## src/rtl/pipeline_hazard_ctrl_pkg.sv

```systemverilog
// Shared types and constants for the pipeline stall/flush controller.
package pipeline_hazard_ctrl_pkg;

    localparam int DEF_REG_W = 5;
    localparam int DEF_CNT_W = 32;

    // Controller states
    typedef enum logic [1:0] {
        RUN    = 2'd0,
        STALL  = 2'd1,
        HALTED = 2'd2
    } state_t;

    // Hazard lengths (number of bubbles required before ID may advance)
    localparam logic [1:0] STALL_NONE = 2'd0;
    localparam logic [1:0] STALL_ONE  = 2'd1;
    localparam logic [1:0] STALL_TWO  = 2'd2;

    // Register $0 is hard-wired and can never create a hazard
    localparam logic [DEF_REG_W-1:0] REG_ZERO = 5'd0;

    // Per-cycle pipeline-register control bundle
    typedef struct packed {
        logic pc_we;
        logic ifid_we;
        logic idex_we;
        logic exmem_we;
        logic memwb_we;
        logic ifid_flush;
        logic idex_flush;
    } ctl_t;

    // Everything frozen: used for reset, halt, halt-detect and memory wait
    localparam ctl_t CTL_FREEZE   = '{pc_we: 1'b0, ifid_we: 1'b0, idex_we: 1'b0, exmem_we: 1'b0,
                                      memwb_we: 1'b0, ifid_flush: 1'b0, idex_flush: 1'b0};
    // Normal advance of every stage
    localparam ctl_t CTL_ADVANCE  = '{pc_we: 1'b1, ifid_we: 1'b1, idex_we: 1'b1, exmem_we: 1'b1,
                                      memwb_we: 1'b1, ifid_flush: 1'b0, idex_flush: 1'b0};
    // Hold PC and IF/ID, inject a bubble into ID/EX, let the back end drain
    localparam ctl_t CTL_BUBBLE   = '{pc_we: 1'b0, ifid_we: 1'b0, idex_we: 1'b0, exmem_we: 1'b1,
                                      memwb_we: 1'b1, ifid_flush: 1'b0, idex_flush: 1'b1};
    // Taken branch/jump: squash the wrong-path fetch in IF/ID
    localparam ctl_t CTL_REDIRECT = '{pc_we: 1'b1, ifid_we: 1'b0, idex_we: 1'b1, exmem_we: 1'b1,
                                      memwb_we: 1'b1, ifid_flush: 1'b1, idex_flush: 1'b0};

endpackage

```

## src/rtl/pipeline_hazard_ctrl_perf_counter.sv

```systemverilog
// Free-running event counter with enable; wraps at 2^CNT_W.
module perf_counter #(
    parameter int CNT_W = 32
) (
    input  logic             i_CLK,
    input  logic             i_RST,
    input  logic             i_en,
    output logic [CNT_W-1:0] o_count
);

    // Count one per enabled cycle
    always_ff @(posedge i_CLK or posedge i_RST) begin
        if (i_RST)
            o_count <= '0;
        else if (i_en)
            o_count <= o_count + CNT_W'(1);
    end

endmodule

```

## src/rtl/pipeline_hazard_ctrl.sv

```systemverilog
// Stall/flush controller for the five-stage MIPS pipeline: load-use and
// branch-operand hazards, data-memory waits, taken branches and halt.
module pipeline_hazard_ctrl
    import pipeline_hazard_ctrl_pkg::*;
#(
    parameter int REG_W = DEF_REG_W,
    parameter int CNT_W = DEF_CNT_W
) (
    input  logic             i_CLK,
    input  logic             i_RST,
    input  logic [REG_W-1:0] i_id_rs,
    input  logic [REG_W-1:0] i_id_rt,
    input  logic             i_id_uses_rs,
    input  logic             i_id_uses_rt,
    input  logic             i_id_is_branch,
    input  logic             i_id_br_taken,
    input  logic [REG_W-1:0] i_ex_rd,
    input  logic             i_ex_reg_write,
    input  logic             i_ex_mem_read,
    input  logic [REG_W-1:0] i_mem_rd,
    input  logic             i_mem_mem_read,
    input  logic             i_dmem_busy,
    input  logic             i_wb_halt,
    output logic             o_pc_we,
    output logic             o_ifid_we,
    output logic             o_idex_we,
    output logic             o_exmem_we,
    output logic             o_memwb_we,
    output logic             o_ifid_flush,
    output logic             o_idex_flush,
    output logic [CNT_W-1:0] o_stall_cycles,
    output logic [CNT_W-1:0] o_flush_cycles,
    output logic             o_halted
);

    localparam logic [REG_W-1:0] ZERO_SPEC = REG_W'(REG_ZERO);

    state_t     state_q, state_d;
    logic [1:0] stall_left_q, stall_left_d;
    logic [1:0] haz_len;
    ctl_t       ctl;

    logic ex_src_hit, mem_src_hit;
    logic ex_ld_hit, ex_rw_hit, mem_ld_hit;

    // Source/destination matching and hazard length (first rule wins)
    always_comb begin
        ex_src_hit  = (i_ex_rd != ZERO_SPEC) &&
                      ((i_id_uses_rs && (i_id_rs == i_ex_rd)) ||
                       (i_id_uses_rt && (i_id_rt == i_ex_rd)));
        mem_src_hit = (i_mem_rd != ZERO_SPEC) &&
                      ((i_id_uses_rs && (i_id_rs == i_mem_rd)) ||
                       (i_id_uses_rt && (i_id_rt == i_mem_rd)));
        ex_ld_hit   = i_ex_mem_read  && ex_src_hit;
        ex_rw_hit   = i_ex_reg_write && ex_src_hit;
        mem_ld_hit  = i_mem_mem_read && mem_src_hit;

        haz_len = STALL_NONE;
        if (ex_ld_hit && i_id_is_branch)
            haz_len = STALL_TWO;
        else if (ex_ld_hit)
            haz_len = STALL_ONE;
        else if (ex_rw_hit && i_id_is_branch)
            haz_len = STALL_ONE;
        else if (mem_ld_hit && i_id_is_branch)
            haz_len = STALL_ONE;
    end

    // Next state and control outputs; the ID branch decision is only honoured
    // when ID is actually advancing, since stalled operands are not yet valid
    always_comb begin
        state_d      = state_q;
        stall_left_d = stall_left_q;
        ctl          = CTL_FREEZE;
        if (!i_RST) begin
            case (state_q)
                HALTED: ctl = CTL_FREEZE;
                default: begin
                    if (i_wb_halt) begin
                        ctl     = CTL_FREEZE;
                        state_d = HALTED;
                    end else if (i_dmem_busy) begin
                        ctl = CTL_FREEZE;
                    end else if (state_q == STALL) begin
                        ctl          = CTL_BUBBLE;
                        stall_left_d = stall_left_q - 2'd1;
                        if (stall_left_q <= 2'd1)
                            state_d = RUN;
                    end else if (haz_len != STALL_NONE) begin
                        ctl = CTL_BUBBLE;
                        if (haz_len == STALL_TWO) begin
                            state_d      = STALL;
                            stall_left_d = 2'd1;
                        end
                    end else if (i_id_br_taken) begin
                        ctl = CTL_REDIRECT;
                    end else begin
                        ctl = CTL_ADVANCE;
                    end
                end
            endcase
        end
    end

    // State and remaining-stall registers
    always_ff @(posedge i_CLK or posedge i_RST) begin
        if (i_RST) begin
            state_q      <= RUN;
            stall_left_q <= 2'd0;
        end else begin
            state_q      <= state_d;
            stall_left_q <= stall_left_d;
        end
    end

    assign o_pc_we      = ctl.pc_we;
    assign o_ifid_we    = ctl.ifid_we;
    assign o_idex_we    = ctl.idex_we;
    assign o_exmem_we   = ctl.exmem_we;
    assign o_memwb_we   = ctl.memwb_we;
    assign o_ifid_flush = ctl.ifid_flush;
    assign o_idex_flush = ctl.idex_flush;
    assign o_halted     = (state_q == HALTED);

    // PC-frozen cycles include memory waits and the halt-detect cycle
    logic stall_evt;
    assign stall_evt = !i_RST && (state_q != HALTED) && !ctl.pc_we;

    perf_counter #(.CNT_W(CNT_W)) u_stall_cnt (
        .i_CLK  (i_CLK),
        .i_RST  (i_RST),
        .i_en   (stall_evt),
        .o_count(o_stall_cycles)
    );

    perf_counter #(.CNT_W(CNT_W)) u_flush_cnt (
        .i_CLK  (i_CLK),
        .i_RST  (i_RST),
        .i_en   (ctl.ifid_flush),
        .o_count(o_flush_cycles)
    );

endmodule

```

## config.mk

```make
export PLATFORM = sky130hd
export DESIGN_NAME = pipeline_hazard_ctrl
export DESIGN_NICKNAME = d
export VERILOG_FILES = /design/src/rtl/pipeline_hazard_ctrl_pkg.sv /design/src/rtl/pipeline_hazard_ctrl_perf_counter.sv /design/src/rtl/pipeline_hazard_ctrl.sv
export SDC_FILE = /design/constraint.sdc
export NUM_CORES = 1
export LEC_CHECK = 0
export BUFFER_PORTS_ARGS = -buffer_cell sky130_fd_sc_hd__buf_2
export CORE_MARGIN = 4
export CORE_UTILIZATION = 45
export CTS_CLUSTER_DIAMETER = 150
export DETAILED_ROUTE_END_ITERATION = 8
export PLACE_DENSITY = 0.75
export SYNTH_ARGS = -nofsm -noshare
export SYNTH_HDL_FRONTEND = slang
export SYNTH_SLANG_ARGS = --single-unit
```

## constraint.sdc

```tcl
create_clock -name i_CLK -period 3.6 [get_ports i_CLK]
set_input_delay 0.18 -clock i_CLK [delete_from_list [all_inputs] [get_ports i_CLK]]
set_output_delay 0.18 -clock i_CLK [all_outputs]
set_load 0.01 [all_outputs]
```

======== After elaboration in Yosys (flattened, before gate mapping) ========
Index checks and enable logic that the tools add are counted.
word-level totals
  flip-flop bits (word level) ............. 68
  input bits .............................. 31
  output and inout bits ................... 72
operators by class
  $add $sub $neg .......................... 3
  order comparisons ....................... 1
  equality and inequality tests ........... 10
  muxes and demuxes ....................... 18
  bitwise gates (word level) .............. 4
  reductions and logical operators ........ 27
operator list
  kind                   count
  $add 32x1->32 const B  2
  $mux 7                 6
  $eq 5x5->1             4
  $mux 2                 8
  $logic_and 1x1->1      14
  $reduce_and 6->1       2
  $reduce_bool 5->1      2
  $mux 6                 1
  $reduce_bool 2->1      3
  $reduce_bool 3->1      2
  $eq 2x2->1 const B     2
  $not 1->1              4
  $mux 1                 3
  $ne 3x2->1 const B     1
  $eq 2x1->1 const B     1
  $le 2x1->1 const B     1
  $logic_not 1->1        2
  $logic_or 1x1->1       2
  $ne 2x1->1 const B     1
  $ne 2x2->1 const B     1
  $sub 2x1->2 const B    1

======== Logic depth before layout (Yosys ltp) ========
Gate-level depths: netlist of the first run.
  depth after elaboration ................. 19
  mapped depth ............................ 9

======== By module ========
From an unflattened synthesis of the first run, not the netlist that was laid out.
unflattened totals
  cell total of the unflattened synthesis .. 326
  area, all modules ....................... 3590.9 um2
by module, submodules not included
  module                instances  cells an instance  area an instance (um2)  sequential area each (um2)
  perf_counter          2          126                1510.2                  800.8
  pipeline_hazard_ctrl  1          74                 570.5                   100.1

======== Worst setup path after synthesis of the first run ========
No wires, ideal clock.
  kind .................................... reg2reg
  start point ............................. register state_q[1]
  end point ............................... register u_flush_cnt.o_count[13]
  library setup time ...................... 127 ps
  arrival ................................. 2360 ps
  data required time ...................... 3473 ps
  setup slack ............................. 1113 ps
  stages on the path, launching flop included .. 9
  buffers on the path ..................... 2
  period minus slack after synthesis ...... 2487 ps
  cell sequence ........................... dfrtp_1 -> nor2b_4 -> or2_1 -> buf_6 -> or3_4 -> or3_4 -> buf_6 -> or4_4 -> xnor2_2
between the ends
  elaborated cells between the ends (all ways) .. 7
  classes of those cells .................. eq/ne (2); mux (5)
RTL lines
  element                 RTL line                                 RTL
  from (decl)             pipeline_hazard_ctrl.sv:38               state_t state_q, state_d;
  from (signal assigned)  pipeline_hazard_ctrl.sv:111              state_q <= state_d;
  $eq 2x2->1              n/a
  via o_halted            pipeline_hazard_ctrl.sv:33               output logic o_halted
  $mux 7                  pipeline_hazard_ctrl.sv:76               case (state_q)
  $mux 7                  pipeline_hazard_ctrl.sv:75               if (!i_RST) begin
  to (signal assigned)    pipeline_hazard_ctrl_perf_counter.sv:16  o_count <= o_count + CNT_W'(1);
  to (decl)               pipeline_hazard_ctrl_perf_counter.sv:8   output logic [CNT_W-1:0] o_count
The timed path passes the listed nets, and every way through them passes these cells.
A chain may end at the register's enable or synchronous reset.

======== Worst setup path in the final report of the first run ========
  start point ............................. register state_q[1]
  end point ............................... output port o_pc_we
between the ends
  cells in the longest elaborated chain, start to end .. 6
  elaborated cells between the ends (all ways) .. 7
  classes of those cells .................. eq/ne (2); mux (5)
RTL lines
  element     RTL line                    RTL
  $eq 2x1->1  pipeline_hazard_ctrl.sv:84  end else if (state_q == STALL) begin
  $mux 7      pipeline_hazard_ctrl.sv:84
  $mux 7      pipeline_hazard_ctrl.sv:82  end else if (i_dmem_busy) begin
  $mux 7      pipeline_hazard_ctrl.sv:79  if (i_wb_halt) begin
  $mux 7 (*)  pipeline_hazard_ctrl.sv:76
  $mux 7 (*)  pipeline_hazard_ctrl.sv:75
  to (decl)   pipeline_hazard_ctrl.sv:24  output logic o_pc_we,
Every way passes the cells marked *; elsewhere a longest branch is shown, timed or not.

==> qor.yml, run 1 <==
pin_count: 103
row_count: 32
hold_viol_final: 0
root_buffer: "clkbuf_8"
worst_slack_ns: 0.579
numCtsBuffers: 9
outcome: "finished clean"
synth_xor_area_share_pct: 20.2
synth_nets: 376
final.period_utilization_pct: 83.9
htreeDepth: 3
worstPathRequired_ns: 3.42
initial_utilization_pct: 46.5
syn_area_sq_um: 3590
cpPeakStageDelay_ns: 0.57
internal_power_uw: 1350
p_per_area_nw_per_um2: 427
dieHeight_um: 97.3
vias: 2992
syn2layout_area_growth_pct: 22.2
timing.fmax_mhz: 331
ys_async_sr_fraction_pct: 100
dpl_cell_area_sq_um: 4160
drive_gt1_share_pct: 28.4
grt_pass1_vias: 2892
die_area_sq_um: 9470
viasPerCell: 5.42
drt_iter0_markers: 148
critPathLaunchType: "flip-flop"
antenna_left: 0
p_sw_uw: 525
ir_drop_v: 0.000277
hpwlAfterDp_mm: 6.33
ys_seq_elements: 68
fin_area_sq_um: 4390
syn_area_per_cell_sq_um: 10.5
crit_fanout: 38
yosys_most_used_dff: "dfrtp_1"
p_leak_uw: 0.00218
coreArea_sq_um: 7730
holdBufCountCts: 0
gp_congestion: 0.807
pwr-share-comb_pct: 15.6
tightest_slew_ns: 0.888
synth.distinct_cells: 43
grt_max_degree: 45
firstDrtPassIters: 4
num-nets-final: 479
slew_violations: 0
synth_edf_count: 0
synth_fa_ha_area_share_pct: 1.05
p_sw_share_pct: 28.0
fin_util_pct: 56.8
synth_top_family_by_area: "simple AND/OR/NAND/NOR gates"
synth_area_leader_cell: "dfrtp_1"
clkPwrFrac_pct: 37.0
routedWlPerCell_um: 15.3
grt_pass1_wl_mm: 14.0
endpoint_kind: "output port"
fp.dieW_um: 97.3
drc: 0
ys_top_cells_by_count: "dfrtp_1, xnor2_1, nand4_1"
numClockSinks: 68
p_seq_share_pct: 47.4
min_period_ns: 3.02
skew_ns: 0.0112
hold_path_class: "input pin to async pin"
placed_cells: 536
antenna_cells: 0
crit_slowest_cell: "or3_4"
yosys_warnings: 0
clockBufferDepth: 2
stdcell_count: 552
seq_area_frac_synth_pct: 47.4
path_common_cell: "or3_4"
tns_ns: 0
ys_top_cells_by_area: "dfrtp_1, xnor2_1, xor2_1, nand4_1, and3_1"
synth_top_area_share_pct: 47.4
clk_latency_ns: 0.34
max_cap_viol_count: 0
cts_tree: "yes"
rsz0062_at_grt: "no"
wl_mm: 8.43
setup_violations: 0
synthCells: 342
path_cells: "nor2b_4, or2_1, or3_4, or3_4, inv_2, buf_2"
synthSimpleGateAreaFrac_pct: 25.3
crit_type: "flip-flop to output port"
antenna_found_initial: 0
post_cts_buffers: 0
synth_compound_area_share_pct: 2.51
grtUsageTotal_pct: 18.1
synth.most_common_cell: "dfrtp_1"
worst_ep_arrival_time_ns: 2.84
synth.area.mux_share_pct: 0.627
path_clk_slew_ns: 0.08
relSlewSlack_pct: 40.7
ctsResizeCount: 0
overflow: 0
port_buffers: 102
pre_cts_slack_ns: 0.834
## metrics by stage
step           power, uW  hold WS, ns
2_1_floorplan       1060        0.320
3_3_place_gp        1180        0.435
3_5_place_dp        1190        0.447
4_1_cts             1890       0.0694
5_1_grt             1970       0.0929
6_report            1870       0.0455
## sequential cells by signal, summed over array words and instances, names as in the netlist
name,cells
u_flush_cnt.o_count,32
state_q,2
stall_left_q,2
u_stall_cnt.o_count,32
## placed cells by master, fill, tap and decap left out, drive strengths merged, types with 2 or more instances in the layout
cell type / n
buf: 103
dfrtp: 68
xnor2: 55
nand4: 32
xor2: 27
nand3: 21
and3: 20
nand2: 18
nor2: 13
nor4: 12
clkbuf: 10
nor3: 9
inv: 8
and2: 7
nor4b: 6
o21ai: 5
and4: 4
or3: 4
ha: 3
or4: 3
clkinv: 3
mux2: 2
bufinv: 2
nor2b: 2
## routing by layer
layer	up-vias	GRT usage, %	routed length (um)
met3	11	5.46	547
met5	-	0	0
met4	0	4.90	123
met1	1434	25.0	3800
met2	113	27.7	3960
li1	1434	-	-
## worst max-delay path: cells and delay by family (launching register included)
| family | cells | cell delay, ns |
|---|---|---|
| buffers and inverters | 2 | 0.65 |
| flip-flops | 1 | 0.41 |
| AND/OR/NAND/NOR | 4 | 1.43 |
## cell type report
| class | instances | area, sq um |
|---|---|---|
| fill | 672 | 3340 |
| clock inverter | 6 | 86.3 |
| sequential | 68 | 1700 |
| multi-input combinational | 255 | 1790 |
| inverter | 8 | 30.0 |
| clock buffer | 10 | 138 |
| tap | 102 | 128 |
| timing repair buffer | 103 | 518 |
## cell families after synthesis
family | Yosys count
buf+inv | 19
simple gates | 155
xor+xnor | 82
flops | 68
fa+ha+maj | 3
mux | 2
compound gates | 13
## power by group through the flow
| stage | clock network (uW) | logic (uW) | registers, uW |
|---|---|---|---|
| 3_5_place_dp | 0 | 292 | 899 |
| 5_1_grt | 747 | 325 | 899 |
| 4_1_cts | 714 | 294 | 886 |
| 6_report | 694 | 292 | 889 |
| 2_1_floorplan | 0 | 153 | 908 |
| 3_3_place_gp | 0 | 287 | 897 |
## worst paths after layout
kind                                               from  slack, ns                      end  cells past startpoint
max in group asynchronous                         i_RST       2.69  u_flush_cnt.o_count[11]                      3
worst max register to register               state_q[1]       0.85  u_flush_cnt.o_count[19]                      7
min in group i_CLK                            i_wb_halt       0.10               state_q[1]                      2
worst min-delay path                              i_RST       0.05   u_flush_cnt.o_count[0]                      2
worst max-delay path                         state_q[1]       0.58                  o_pc_we                      6
worst min register to register  u_flush_cnt.o_count[31]       0.46  u_flush_cnt.o_count[31]                      1
Note: power is estimated with default switching activity, not from simulation.
==> inputs of run 2 (changes only) <==
- ABC_AREA: default -> 1
- PLACE_DENSITY: 0.75 -> 0.72
- clock period: 3.6 -> 2.8 ns (I/O delays scaled with it)
==> qor.yml, run 2 <==
outcome: "finished clean"
grtUsageTotal_pct: 21.5  # +3.4 points
fin_util_pct: 53.6  # -3.2 points
synth.most_common_cell: "nand2_1"
drt_iter0_markers: 339  # +130%
crit_slowest_cell: "dfrtp_1"
pin_count: 103  # unchanged
relSlewSlack_pct: 48.8  # +8.1 points
ys_async_sr_fraction_pct: 100  # unchanged
max_cap_viol_count: 0  # unchanged
clockBufferDepth: 2  # unchanged
worst_ep_arrival_time_ns: 2.08  # -0.76 ns
gp_congestion: 0.919  # +14%
tightest_slew_ns: 0.767  # -0.121 ns
synth.area.mux_share_pct: 0  # -0.63 points
hpwlAfterDp_mm: 10.0  # +58%
antenna_found_initial: 0  # unchanged
layout_common_cells: "nand2_1, buf_2, nor2_1, dfrtp_1, nand3_1"
crit_type: "flip-flop to output port"
crit_fanout: 35  # -7.9%
p_leak_uw: 0.00311  # +43%
htreeDepth: 3  # unchanged
yosys_most_used_dff: "dfrtp_1"
die_area_sq_um: 12500  # +32%
overflow: 0  # unchanged
seq_area_frac_synth_pct: 35.2  # -12 points
final.period_utilization_pct: 79.4
endpoint_kind: "output port"
row_count: 37  # +16%
firstDrtPassIters: 5  # +1
drive_gt1_share_pct: 17.5  # -11 points
numClockSinks: 68  # unchanged
rr_startpoint: "state_q[1]"
viasPerCell: 5.28  # -2.6%
port_buffers: 102  # unchanged
r2r_cells: 9  # +2
synth.distinct_cells: 29  # -33%
ys_top_cells_by_area: "dfrtp_1, nand2_1, nand3_1, nand4_1, nor2_1"
cpLargestDelayFamily: "simple AND/OR/NAND/NOR gates"
wl_mm: 13.4  # +58%
slew_violations: 0  # unchanged
hold_path_class: "input pin to flip-flop"
antenna_left: 0  # unchanged
synth_compound_area_share_pct: 1.14  # -1.4 points
grt_pass1_wl_mm: 22.5  # +61%
ir_drop_v: 0.000268  # -3.5%
worstPathRequired_ns: 2.66  # -0.76 ns
tns_ns: 0  # unchanged
synthCells: 712  # +110%
synthSimpleGateAreaFrac_pct: 45.3  # +20 points
clk_latency_ns: 0.35  # about the same
vias: 4996  # +67%
path_clk_slew_ns: 0.06  # -0.02 ns
yosys_warnings: 0  # unchanged
fin_area_sq_um: 5580  # +27%
reg2reg_slack_ns: 0.79  # -0.06 ns
synth_xor_area_share_pct: 10.3  # -9.9 points
critPathCapture: "o_ifid_we"
cpPeakStageDelay_ns: 0.38  # -0.19 ns
setup_violations: 0  # unchanged
syn2layout_area_growth_pct: 15.4
critPathBufInv: 3  # +1
num-nets-final: 840  # +75%
crit_start: "state_q[1]"
dieHeight_um: 112  # +15%
grt_pass1_vias: 4613  # +60%
top_regs: "u_flush_cnt.o_count: 32 flops, u_stall_cnt.o_count: 32 flops"
ys_top_cells_by_count: "nand2_1, nor2_1, dfrtp_1"
synth_fa_ha_area_share_pct: 0.776  # -0.27 points
holdWs_ns: 0.0833  # +0.0378 ns
synth_edf_count: 0  # unchanged
initial_utilization_pct: 46.4  # -0.056 points
drc: 0  # unchanged
cts_tree: "yes"
path_common_cell: "nor2_1"
syn_area_sq_um: 4830  # +35%
synth_top_family_by_area: "simple AND/OR/NAND/NOR gates"
synth_area_leader_cell: "dfrtp_1"
ctsResizeCount: 0  # unchanged
path_cells: "inv_1, nor2_1, nor2_4, inv_2, nor3_4, nand3_4, nor2_1, buf_2"
layout_commonest_cell: "nand2_1"
hold_viol_final: 0  # unchanged
syn_area_per_cell_sq_um: 6.79  # -35%
coreArea_sq_um: 10400  # +35%
crit_cells: 8  # +2
root_buffer: "clkbuf_8"
numCtsBuffers: 9  # unchanged
synth_nets: 746  # +98%
skew_ns: 0.0106  # -0.000658 ns
grt_max_degree: 38  # -16%
synth_top_area_share_pct: 35.2  # -12 points
min_period_ns: 2.22
rsz0062_at_grt: "no"
fp.dieW_um: 112  # +15%
p_total_uw: 2150  # +15%
critPathLaunchType: "flip-flop"
r2r-end: "u_stall_cnt.o_count[27]"
timing.fmax_mhz: 450
dpl_cell_area_sq_um: 5400  # +30%
ys_seq_elements: 68  # unchanged
routedWlPerCell_um: 14.1  # -7.5%
p_per_area_nw_per_um2: 385  # -9.9%
antenna_cells: 0  # unchanged
## run 2: changes by cell type after synthesis, moves of 7 or more
cell,before,now
and3_1,20,0
nor2_1,13,73
nand4_1,32,44
nor4_1,12,2
nand3_1,21,67
and2_1,7,0
inv_1,6,44
nand2_1,18,276
buf_4,2,9
nor3_1,9,18
xnor2_1,54,28
## run 2: cells by family (layout without fill, tap and decap cells)
kind of cell | Yosys count | count (layout)
XOR/XNOR | 57 | 57
buffers and inverters | 76 | 174
flip-flops | 68 | 68
adder cells (fa/ha/maj) | 3 | 3
AND/OR/NAND/NOR | 497 | 497
AO/OA/AOI/OAI | 11 | 11
## run 2: layer usage
metal	track usage, %	up-vias	part of all wire (%)
met3	4.13	16	5.9
met1	28.4	2335	44
met5	0	-	0
met2	35.6	163	49
met4	6.81	0	1.5
li1	-	2482	-
## run 2: worst register-to-register path, cell delays in order (launching register included)
cell and delay [ns]:
dfrtp_1 0.38, inv_1 0.07, nor2_1 0.07, nor2_4 0.10, inv_2 0.06, nor3_4 0.27
nand3_4 0.38, nand2_4 0.44, nand2_1 0.10, nand2_1 0.08
## run 2: power by group
part	switching, uW	leakage, uW	internal (uW)	total, uW
clock network	375	0.0000893	363	738
registers	57.7	0.000940	1020	1080
logic	218	0.00208	113	331
## run 2: layout make-up
type,instances,area (sq um)
sequential,68,1700
tap,136,170
fill,1067,4840
clock inverter,2,10.0
clock buffer,13,159
multi-input combinational,568,2780
timing repair buffer,110,573
inverter,49,184
## run 2: worst min path at each step
stage / cells after the start / from / slack (ns) / end
3_3_place_gp: 2 / i_RST / 0.35 / state_q[0]
5_1_grt: 3 / i_wb_halt / 0.13 / state_q[1]
2_1_floorplan: 2 / i_wb_halt / 0.28 / state_q[1]
6_report: 3 / i_wb_halt / 0.08 / state_q[1]
4_1_cts: 3 / i_wb_halt / 0.08 / state_q[1]
3_5_place_dp: 2 / i_RST / 0.36 / state_q[0]
## run 2: metrics by stage
stage	worst slack [ns]	std cells
6_report	0.576	946
5_1_grt	0.350	946
4_1_cts	0.535	946
3_5_place_dp	0.756	930
3_3_place_gp	0.823	930
2_1_floorplan	0.948	712
## run 2: what timing repair did
action,in CTS,in global routing
hold buffers,1,0
hold endpoints to repair,35,0
endpoints found under the setup margin,0,0
buffers inserted,0,0
==> inputs of run 3 (changes only) <==
- clock period: 2.8 -> 2.3 ns (I/O delays scaled with it)
==> qor.yml, run 3 (same netlist as run 2, synthesis figures left out) <==
outcome: "finished clean"
wl_mm: 13.6  # +1.5%
worstPathRequired_ns: 2.18  # -0.48 ns
p_sw_uw: 824  # +27%
grt_pass1_wl_mm: 23.0  # +2.0%
clockBufferDepth: 2  # unchanged
viasPerCell: 5.24  # -0.74%
grtUsageTotal_pct: 22.4  # +0.92 points
clk_latency_ns: 0.38  # +0.03 ns
pwr-share-comb_pct: 14.8  # -0.6 points
endpoint_kind: "output port"
min_to: "state_q[1]"
initial_utilization_pct: 46.4  # unchanged
cpLargestDelayFamily: "simple AND/OR/NAND/NOR gates"
drive_gt1_share_pct: 17.8  # +0.30 points
p_sw_share_pct: 30.1  # -0.19 points
antenna_left: 0  # unchanged
grt_pass1_vias: 4754  # +3.1%
p_leak_uw: 0.00315  # +1.0%
tns_ns: 0  # unchanged
fp.dieW_um: 112  # unchanged
top_regs: "u_flush_cnt.o_count: 32 flops, u_stall_cnt.o_count: 32 flops"
root_buffer: "clkbuf_8"
crit_slowest_cell: "nand4_2"
r2r_cells: 9  # unchanged
hold_path_class: "input pin to flip-flop"
syn2layout_area_growth_pct: 16.7
coreArea_sq_um: 10400  # unchanged
num-nets-final: 842  # +0.24%
critPathBufInv: 4  # +1
crit_fanout: 13  # -63%
r2r-end: "u_flush_cnt.o_count[26]"
die_area_sq_um: 12500  # unchanged
rr_startpoint: "u_flush_cnt.o_count[0]"
htreeDepth: 3  # unchanged
path_clk_slew_ns: 0.08  # +0.02 ns
firstDrtPassIters: 5  # unchanged
ir_drop_v: 0.000456  # +70%
vias: 4975  # -0.42%
drt_iter0_markers: 353  # +4.1%
whs_path_depth: 3  # unchanged
post_cts_buffers: 0  # unchanged
port_buffers: 102  # unchanged
cts_tree: "yes"
pre_cts_slack_ns: 0.394  # -0.362 ns
antenna_found_initial: 0  # unchanged
routedWlPerCell_um: 14.3  # +1.2%
skew_ns: 0.0122  # +0.00169 ns
timing.fmax_mhz: 486
crit_type: "flip-flop to output port"
p_seq_share_pct: 47.8  # -2.4 points
rsz0062_at_grt: "no"
critPathLaunchType: "flip-flop"
layout_commonest_cell: "nand2_1"
path_cells: "inv_1, nor2_1, nor2_4, inv_2, nor3_4, nand4_2, inv_1, buf_2"
clkPwrFrac_pct: 37.5  # +3.1 points
n_fill_cell: 1038  # -2.7%
worst_ep_arrival_time_ns: 1.94  # -0.14 ns
min_from: "i_wb_halt"
p_per_area_nw_per_um2: 485  # +26%
numClockSinks: 68  # unchanged
crit_start: "state_q[1]"
pin_count: 103  # unchanged
relSlewSlack_pct: 51.1  # +2.3 points
row_count: 37  # unchanged
path_common_cell: "inv_1"
hold_viol_final: 0  # unchanged
max_cap_viol_count: 0  # unchanged
worst_slack_ns: 0.243  # -0.334 ns
setup_violations: 0  # unchanged
gp_congestion: 0.962  # +4.6%
tightest_slew_ns: 0.733  # -0.0339 ns
numCtsBuffers: 9  # unchanged
final.period_utilization_pct: 89.5
hpwlAfterDp_mm: 10.1  # +1.1%
drc: 0  # unchanged
dieHeight_um: 112  # unchanged
overflow: 0  # unchanged
cpPeakStageDelay_ns: 0.40  # +0.02 ns
reg2reg_slack_ns: 0.37  # -0.42 ns
slew_violations: 0  # unchanged
min_period_ns: 2.06
antenna_cells: 0  # unchanged
layout_common_cells: "nand2_1, buf_2, nor2_1, dfrtp_1, nand3_1"
internal_power_uw: 1910  # +28%
grt_max_degree: 37  # -2.6%
[run 3: power by group through the flow]
stage	Sequential, uW	Clock [uW]	Combinational, uW
finish	1310	1030	404
global route	1320	1110	460
CTS	1310	1040	411
detailed placement	1330	0	408
global placement	1330	0	400
floorplan	1340	0	245
[run 3: worst max path at each step]
stage / end / slack, ns / cells after the start
2_1_floorplan: stall_left_q[0] / 0.47 / 1
3_3_place_gp: u_flush_cnt.o_count[26] / 0.42 / 9
3_5_place_dp: u_stall_cnt.o_count[5] / 0.39 / 14
4_1_cts: o_ifid_we / 0.20 / 8
5_1_grt: o_ifid_we / 0.04 / 8
6_report: o_ifid_flush / 0.24 / 8
[run 3: metal layers]
| metal | up-vias | routed length, um | GRT usage, % |
|---|---|---|---|
| met4 | 0 | 284 | 8.60 |
| met1 | 2327 | 6050 | 28.9 |
| li1 | 2483 | - | - |
| met3 | 23 | 745 | 4.84 |
| met2 | 142 | 6470 | 36.8 |
| met5 | - | 0 | 0 |
[run 3: cell type report]
class | count | area (sq um) | share of cell area [%]
Tap cell | 136 | 170 | 3.01
Sequential cell | 68 | 1700 | 30.1
Clock inverter | 4 | 48.8 | 0.865
Inverter | 49 | 184 | 3.26
Timing Repair Buffer | 112 | 613 | 10.9
Multi-Input combinational cell | 568 | 2780 | 49.3
Clock buffer | 12 | 145 | 2.57
[run 3: through the flow]
stage / hold slack (ns) / total power (uW) / utilization, % / instances / cell area (sq um)
after global routing: 0.0444 / 2890 / 54.2 / 949 / 5640
after floorplan: 0.250 / 1590 / - / 712 / 4830
after detailed placement: 0.322 / 1740 / 52.2 / 932 / 5440
after CTS: 0.0217 / 2760 / 54.2 / 949 / 5640
after global placement: 0.307 / 1730 / 52.2 / 932 / 5440
final: 0.0330 / 2740 / 54.2 / 949 / 5640
[run 3: worst reg2reg max path: cells and delay by family (launching register included)]
kind,cells,cell delay [ns]
xor gates and xnor gates,1,0.17
adders and majority gates,1,0.20
DFF,1,0.42
and+or+nand+nor,7,1.09
[run 3: what timing repair did]
item | CTS | global route
endpoints found under the hold margin | 32 | 0
hold buffers | 1 | 0
gates resized for setup | 0 | 0
